--- src/rtl/d_cache_ctrl_if.sv ---
// CPU- and memory-side bus of the direct-mapped data cache controller.
// The slave modport is the cache controller; the master modport is the CPU plus memory.
interface d_cache_ctrl_if;
    logic [15:0] d_addr;
    logic        re;
    logic        we;
    logic [15:0] wrt_data;
    logic [15:0] d_rd_data;
    logic        d_rdy;
    logic [13:0] m_addr;
    logic        m_re;
    logic        m_we;
    logic [63:0] m_wdata;
    logic [63:0] m_rdata;
    logic        m_rdy;

    modport slave (
        input  d_addr, re, we, wrt_data, m_rdata, m_rdy,
        output d_rd_data, d_rdy, m_addr, m_re, m_we, m_wdata
    );

    modport master (
        output d_addr, re, we, wrt_data, m_rdata, m_rdy,
        input  d_rd_data, d_rdy, m_addr, m_re, m_we, m_wdata
    );
endinterface

--- src/rtl/d_cache_ctrl.sv ---
// Direct-mapped, write-back, write-allocate data cache controller; lines are 4 x 16-bit words.
// Defining DCACHE_STATS_EN adds saturating hit_cnt / miss_cnt output counters.
module d_cache_ctrl #(
    parameter int NUM_LINES = 8
) (
    input  logic         clk,
    input  logic         rst_n,
`ifdef DCACHE_STATS_EN
    output logic [15:0]  hit_cnt,
    output logic [15:0]  miss_cnt,
`endif
    d_cache_ctrl_if.slave bus
);
    localparam int IDX_W = $clog2(NUM_LINES);
    localparam int TAG_W = 14 - IDX_W;

    typedef enum logic [1:0] {IDLE, WRITEBACK, ALLOCATE} state_e;

    state_e               state_q;
    logic [NUM_LINES-1:0] valid_q;
    logic [NUM_LINES-1:0] dirty_q;
    logic [IDX_W-1:0]     idx_q;
    logic [TAG_W-1:0]     tag_q;
    logic                 m_re_q;
    logic                 m_we_q;
    logic [13:0]          m_addr_q;
    logic [63:0]          m_wdata_q;
    logic [3:0][15:0]     data_q [NUM_LINES];
    logic [TAG_W-1:0]     tags_q [NUM_LINES];

    logic [1:0]       off;
    logic [IDX_W-1:0] idx;
    logic [TAG_W-1:0] tag;
    logic             req, idle, hit, wr_hit, rd_hit, miss, fill;

    assign off = bus.d_addr[1:0];
    assign idx = bus.d_addr[2 +: IDX_W];
    assign tag = bus.d_addr[15 -: TAG_W];

    // Lookups are only honoured in IDLE; the held request is ignored during a refill.
    assign req    = bus.re | bus.we;
    assign idle   = (state_q == IDLE);
    assign hit    = req && valid_q[idx] && (tags_q[idx] == tag);
    assign wr_hit = idle && hit && bus.we;
    assign rd_hit = idle && hit && !bus.we;
    assign miss   = idle && req && !hit;
    assign fill   = (state_q == ALLOCATE) && bus.m_rdy;

    assign bus.d_rd_data = rd_hit ? data_q[idx][off] : 16'h0000;
    assign bus.d_rdy     = !rst_n || (idle && !miss);
    assign bus.m_re      = m_re_q;
    assign bus.m_we      = m_we_q;
    assign bus.m_addr    = m_addr_q;
    assign bus.m_wdata   = m_wdata_q;

    // NOTE: the data and tag arrays have no reset; a line's valid bit alone says whether they mean anything.
    always_ff @(posedge clk) begin
        if (fill) begin
            data_q[idx_q] <= bus.m_rdata;
            tags_q[idx_q] <= tag_q;
        end else if (wr_hit) begin
            data_q[idx][off] <= bus.wrt_data;
        end
    end

`ifdef DCACHE_STATS_EN
    logic [15:0] hit_q;
    logic [15:0] miss_q;
    assign hit_cnt  = hit_q;
    assign miss_cnt = miss_q;
`endif

    // NOTE: every register here uses <= so all updates see the pre-edge state of the whole block.
    always_ff @(posedge clk or negedge rst_n) begin
        if (!rst_n) begin
            state_q   <= IDLE;
            valid_q   <= '0;
            dirty_q   <= '0;
            idx_q     <= '0;
            tag_q     <= '0;
            m_re_q    <= 1'b0;
            m_we_q    <= 1'b0;
            m_addr_q  <= '0;
            m_wdata_q <= '0;
`ifdef DCACHE_STATS_EN
            hit_q     <= '0;
            miss_q    <= '0;
`endif
        end else begin
            unique case (state_q)
                IDLE: begin
                    if (wr_hit) begin
                        dirty_q[idx] <= 1'b1;
                    end
                    if (miss) begin
                        idx_q <= idx;
                        tag_q <= tag;
                        if (valid_q[idx] && dirty_q[idx]) begin
                            state_q   <= WRITEBACK;
                            m_we_q    <= 1'b1;
                            m_addr_q  <= {tags_q[idx], idx};
                            m_wdata_q <= data_q[idx];
                        end else begin
                            state_q  <= ALLOCATE;
                            m_re_q   <= 1'b1;
                            m_addr_q <= {tag, idx};
                        end
                    end
                end
                WRITEBACK: begin
                    if (bus.m_rdy) begin
                        state_q        <= ALLOCATE;
                        dirty_q[idx_q] <= 1'b0;
                        m_we_q         <= 1'b0;
                        m_re_q         <= 1'b1;
                        m_addr_q       <= {tag_q, idx_q};
                    end
                end
                ALLOCATE: begin
                    if (bus.m_rdy) begin
                        state_q        <= IDLE;
                        valid_q[idx_q] <= 1'b1;
                        dirty_q[idx_q] <= 1'b0;
                        m_re_q         <= 1'b0;
                    end
                end
                default: state_q <= IDLE;
            endcase
`ifdef DCACHE_STATS_EN
            if ((rd_hit || wr_hit) && (hit_q != 16'hFFFF)) begin
                hit_q <= hit_q + 16'd1;
            end
            if (miss && (miss_q != 16'hFFFF)) begin
                miss_q <= miss_q + 16'd1;
            end
`endif
        end
    end
endmodule

--- src/flat_wrapper.sv ---
// flat-port wrapper written by rule: the top's interface ports become plain ports
module d_cache_ctrl_flat 
#(
    parameter int NUM_LINES = 8
)
  (clk, rst_n, bus_d_addr, bus_re, bus_we, bus_wrt_data, bus_m_rdata, bus_m_rdy, bus_d_rd_data, bus_d_rdy, bus_m_addr, bus_m_re, bus_m_we, bus_m_wdata);
  d_cache_ctrl_if bus_i ();
  input  logic clk;
  input  logic rst_n;
  input wire logic [$bits(bus_i.d_addr)-1:0] bus_d_addr;
  input wire logic [$bits(bus_i.re)-1:0] bus_re;
  input wire logic [$bits(bus_i.we)-1:0] bus_we;
  input wire logic [$bits(bus_i.wrt_data)-1:0] bus_wrt_data;
  input wire logic [$bits(bus_i.m_rdata)-1:0] bus_m_rdata;
  input wire logic [$bits(bus_i.m_rdy)-1:0] bus_m_rdy;
  output wire logic [$bits(bus_i.d_rd_data)-1:0] bus_d_rd_data;
  output wire logic [$bits(bus_i.d_rdy)-1:0] bus_d_rdy;
  output wire logic [$bits(bus_i.m_addr)-1:0] bus_m_addr;
  output wire logic [$bits(bus_i.m_re)-1:0] bus_m_re;
  output wire logic [$bits(bus_i.m_we)-1:0] bus_m_we;
  output wire logic [$bits(bus_i.m_wdata)-1:0] bus_m_wdata;
  assign bus_i.d_addr = bus_d_addr;
  assign bus_i.re = bus_re;
  assign bus_i.we = bus_we;
  assign bus_i.wrt_data = bus_wrt_data;
  assign bus_i.m_rdata = bus_m_rdata;
  assign bus_i.m_rdy = bus_m_rdy;
  assign bus_d_rd_data = bus_i.d_rd_data;
  assign bus_d_rdy = bus_i.d_rdy;
  assign bus_m_addr = bus_i.m_addr;
  assign bus_m_re = bus_i.m_re;
  assign bus_m_we = bus_i.m_we;
  assign bus_m_wdata = bus_i.m_wdata;
  d_cache_ctrl #(.NUM_LINES(NUM_LINES)) u_core (.clk(clk), .rst_n(rst_n), .bus(bus_i));
endmodule
--- config.mk ---
export PLATFORM = sky130hd
export DESIGN_NAME = d_cache_ctrl_flat
export DESIGN_NICKNAME = d
export VERILOG_FILES = /design/src/rtl/d_cache_ctrl_if.sv /design/src/rtl/d_cache_ctrl.sv /design/src/flat_wrapper.sv
export SDC_FILE = /design/constraint.sdc
export NUM_CORES = 1
export LEC_CHECK = 0
export ABC_AREA = 1
export CORE_ASPECT_RATIO = 0.9
export CORE_UTILIZATION = 35
export CTS_BUF_LIST = sky130_fd_sc_hd__clkbuf_16
export CTS_CLUSTER_SIZE = 30
export DETAILED_ROUTE_END_ITERATION = 6
export MAX_ROUTING_LAYER = met4
export PLACE_DENSITY = 0.57
export RECOVER_POWER = 50
export SLEW_MARGIN = 20
export SYNTH_ARGS = -nofsm -noshare
export SYNTH_HDL_FRONTEND = slang
export SYNTH_SLANG_ARGS = --single-unit
--- constraint.sdc ---
create_clock -name clk -period 3.4 [get_ports clk]
set_input_delay 0.68 -clock clk [delete_from_list [all_inputs] [get_ports clk]]
set_output_delay 0.68 -clock clk [all_outputs]
set_load 0.02 [all_outputs]
==> impl_metrics.env <==
export IMPL_top_layer_used="met4"
export IMPL_wl_met2_um=44700
export IMPL_fin_crit_sh=1.09
export IMPL_clock_path_buffers=3
export IMPL_start_util=0.354
export IMPL_track_usage=0.238
export IMPL_drive_gt1_frac=0.274
export IMPL_clkLatencyLatePin_ns=0.63
export IMPL_wl_per_cell_um=23.2
export IMPL_fin_skew_ns=0.0259
export IMPL_relSlewSlack=-0.214
export IMPL_violations="max-capacitance violations, max-slew violations, negative setup slack"
export IMPL_syn_num_nets=2544
export IMPL_route_met3_wl_um=8530
export IMPL_min_from="u_core.valid_q[3]$_DFFE_PN0P_"
export IMPL_cts_sinks=712
export IMPL_rrSetupSlack_ns=0.03
export IMPL_grt_max_degree=67
export IMPL_synth_avg_cell_area_um2=11.8
export IMPL_fin_crit_ns=3.69
export IMPL_start_kind="primary input"
export IMPL_ios=198
export IMPL_antenna_found_initial=2
export IMPL_drc=0
export IMPL_routed_wl_um=97800
export IMPL_async_reset_ff_frac=0.157
export IMPL_vdd_drop_max_uv=431
export IMPL_die_w_um=304
export IMPL_setup_ws_ns=-0.294
export IMPL_end_kind="output pin"
export IMPL_fill_cells=6987
export IMPL_fin_setup_tns_ns=-3.68
export IMPL_synth_distinct_cells=40
export IMPL_synth_top_area_share=0.628
export IMPL_crit_path_cell_trace="buf_12 -> buf_12 -> buf_12 -> buf_12 -> buf_8 -> nand2_2 -> nand3_2 -> nand2_2 -> nor2_2 -> nand2_1 -> nand2_1 -> nor2_2 -> nand2_1 -> nor2_2 -> nand2_2 -> nor2_4 -> nand2_4 -> buf_12 -> a41oi_2 -> buf_4 -> buf_6"
export IMPL_r2r_start="u_core.tags_q[7][7]$_DFFE_PP_"
export IMPL_rr_endpoint="u_core.bus.m_wdata[45]$_DFFE_PN0P_"
export IMPL_required_ns=2.72
export IMPL_holdPathEnd="u_core.valid_q[3]$_DFFE_PN0P_"
export IMPL_p_per_area_nw_per_um2=618
export IMPL_gp_congestion=0.924
export IMPL_slew_viol_final=67
export IMPL_vias=21848
export IMPL_dp_slack_ns=-1.43
export IMPL_routed_via_density=5.18
export IMPL_syn_area_um2=28700
export IMPL_cp_data_arrival_time_ns=3.01
export IMPL_rsz0062_at_grt="yes"
export IMPL_synth_top_area_cell="edfxtp_1"
export IMPL_rows=99
export IMPL_ys_top_cells_by_area="edfxtp_1, nand2_1, dfrtp_1"
export IMPL_syn_to_final_growth_pct=40.5
export IMPL_clkSlewWorstSetupHoldPaths_ns=0.05
export IMPL_cp_slowest_cell="a41oi_2"
export IMPL_whs_path_depth=2
export IMPL_p_leak_uw=0.0160
export IMPL_cp_max_fo=8
export IMPL_fin_nets=3201
export IMPL_synthesis_instances=2439
export IMPL_detail_route_iter0_violations=2452
export IMPL_overflow=0
export IMPL_wl_met1_um=41500
export IMPL_critical_path_class="in2out"
export IMPL_ant_nets=0
export IMPL_root_buffer="clkbuf_16"
export IMPL_io_buffers=197
export IMPL_die_area_um2=83100
export IMPL_reg2regPathDepth=18
export IMPL_hold_class="reg2reg"
export IMPL_die_h_um=274
export IMPL_core_area_um2=81100
export IMPL_crit_top_cell="buf_12"
export IMPL_ys_seq_area_frac=0.726
export IMPL_max_stage_delay_ns=0.17
export IMPL_htree_num_levels=3
export IMPL_tightest_slew_ns=1.82
export IMPL_synth_main_ff_cell="edfxtp_1"
export IMPL_max_freq_mhz=271
export IMPL_setup_viol=24
export IMPL_synth_edf_count=600
export IMPL_cts_tree="done"
export IMPL_cts_made_buffers=76
export IMPL_grt_pass1_wl_um=140000
export IMPL_crit_start="bus_d_addr[2]"
export IMPL_dr_pass1_iters=6
export IMPL_hold_violations=0
export IMPL_synth_seq_cells=712
export IMPL_maxCapViolations=1
export IMPL_grt_pass1_vias=21262
export IMPL_outcome="complete, but fails checks"
export IMPL_dp_hpwl_um=63500
export IMPL_yosysWarningCount=0
## what timing repair did
action / in CTS / in global routing
hold buffers: 1 / 0
endpoints found under the hold margin: 13 / 0
gates cloned: 12 / 10
pin swaps: 101 / 82
setup endpoints to repair: 1041 / 1012
resized for setup: 282 / 219
setup buffers: 116 / 30
## state kept, by name, summed over array words and instances, names as in the netlist
signal and cells:
u_core.bus.m_addr 14, u_core.bus.m_re 1, u_core.bus.m_wdata 64, u_core.bus.m_we 1, u_core.data_q 512, u_core.dirty_q 8
u_core.idx_q 3, u_core.state_q 2, u_core.tag_q 11, u_core.tags_q 88, u_core.valid_q 8
## cells in the mapped netlist, drive strengths merged, types with 6 or more instances
cell,n
a21oi,38
a221oi,56
a22o,32
a22oi,64
buf,51
clkbuf,56
dfrtp,112
edfxtp,600
inv,196
nand2,840
nand3,73
nand4,64
nor2,105
o211ai,6
o21ai,110
## power breakdown
part / internal, uW / switching, uW / total [uW]
Combinational: 2410 / 3450 / 5850
Clock: 4340 / 3480 / 7820
Sequential: 10600 / 617 / 11300
Total: 17400 / 7540 / 24900
## critical path: cells and delay by family
kind	cells	cell delay (ns)
AND/OR/NAND/NOR	12	1.03
buffers and inverters	8	1.10
AO/OA/AOI/OAI	1	0.17
## kinds of logic (layout without fill, tap and decap cells)
logic type      count (synthesis)  in the layout  synth area share
compound gates                326            326            0.0766
flops                         712            712             0.726
other cells                     0              1                 0
simple gates                 1091           1091             0.154
fa+ha+maj                       4              4           0.00174
buf+inv                       306           1023            0.0424
## routing by layer
| layer | global-route usage | vias up |
|---|---|---|
| met5 | - | - |
| met4 | 0.0793 | 0 |
| met3 | 0.0445 | 166 |
| met2 | 0.364 | 1030 |
| met1 | 0.319 | 10789 |
| li1 | - | 9863 |
## cell type report
class | instances | area [um^2] | share of cell area
Clock inverter | 62 | 444 | 0.0110
Clock buffer | 76 | 1900 | 0.0472
Timing Repair Buffer | 686 | 7240 | 0.180
Tap cell | 1060 | 1330 | 0.0329
Inverter | 199 | 802 | 0.0199
Multi-Input combinational cell | 1421 | 7780 | 0.193
Antenna cell | 1 | 2.50 | 0.0000621
Sequential cell | 712 | 20800 | 0.516
## cells in the final DEF (no fill, tap or decap), types with 5 or more instances in the layout
cell	count
nand2_1	739
edfxtp_1	600
buf_4	329
inv_1	190
clkdlybuf4s50_1	172
dfrtp_1	112
o21ai_0	88
nand2_2	86
clkbuf_16	85
buf_12	84
nand4_1	64
nor2_1	58
a22oi_1	57
nand3_1	54
buf_6	52
a22o_1	32
a221oi_2	28
a221oi_1	28
nor2_2	25
nor2_4	22
clkinv_1	20
nand3_2	19
a21oi_4	16
o21ai_1	15
inv_2	14
a21oi_1	14
nand2_4	13
buf_8	12
clkbuf_1	11
a21oi_2	8
clkinv_2	8
a22oi_2	7
o21ai_2	6
o211ai_1	6
inv_4	5
inv_6	5
clkinv_4	5
buf_16	5
dlygate4sd3_1	5
## through the flow
step                      cell area [um^2]  hold WS, ns  std cells  total power [uW]   util
final                                40300        0.466       4217             24900  0.497
after global placement               35100        0.448       3929             16500  0.432
after CTS                            39400        0.402       4193             24800  0.486
after detailed placement             35100        0.448       3929             16600  0.432
after global routing                 40300        0.480       4217             25900  0.497
after floorplan                      28700        0.384       2439             13800      -
## worst max path at each step
stage	endpoint
floorplan	u_core.data_q[2][16]$_DFFE_PP_
finish	bus_d_rd_data[3]
global placement	bus_d_rd_data[9]
detailed placement	bus_d_rd_data[9]
CTS	bus_d_rd_data[3]
global route	bus_d_rd_data[3]
(Power assumes the default switching activity.)
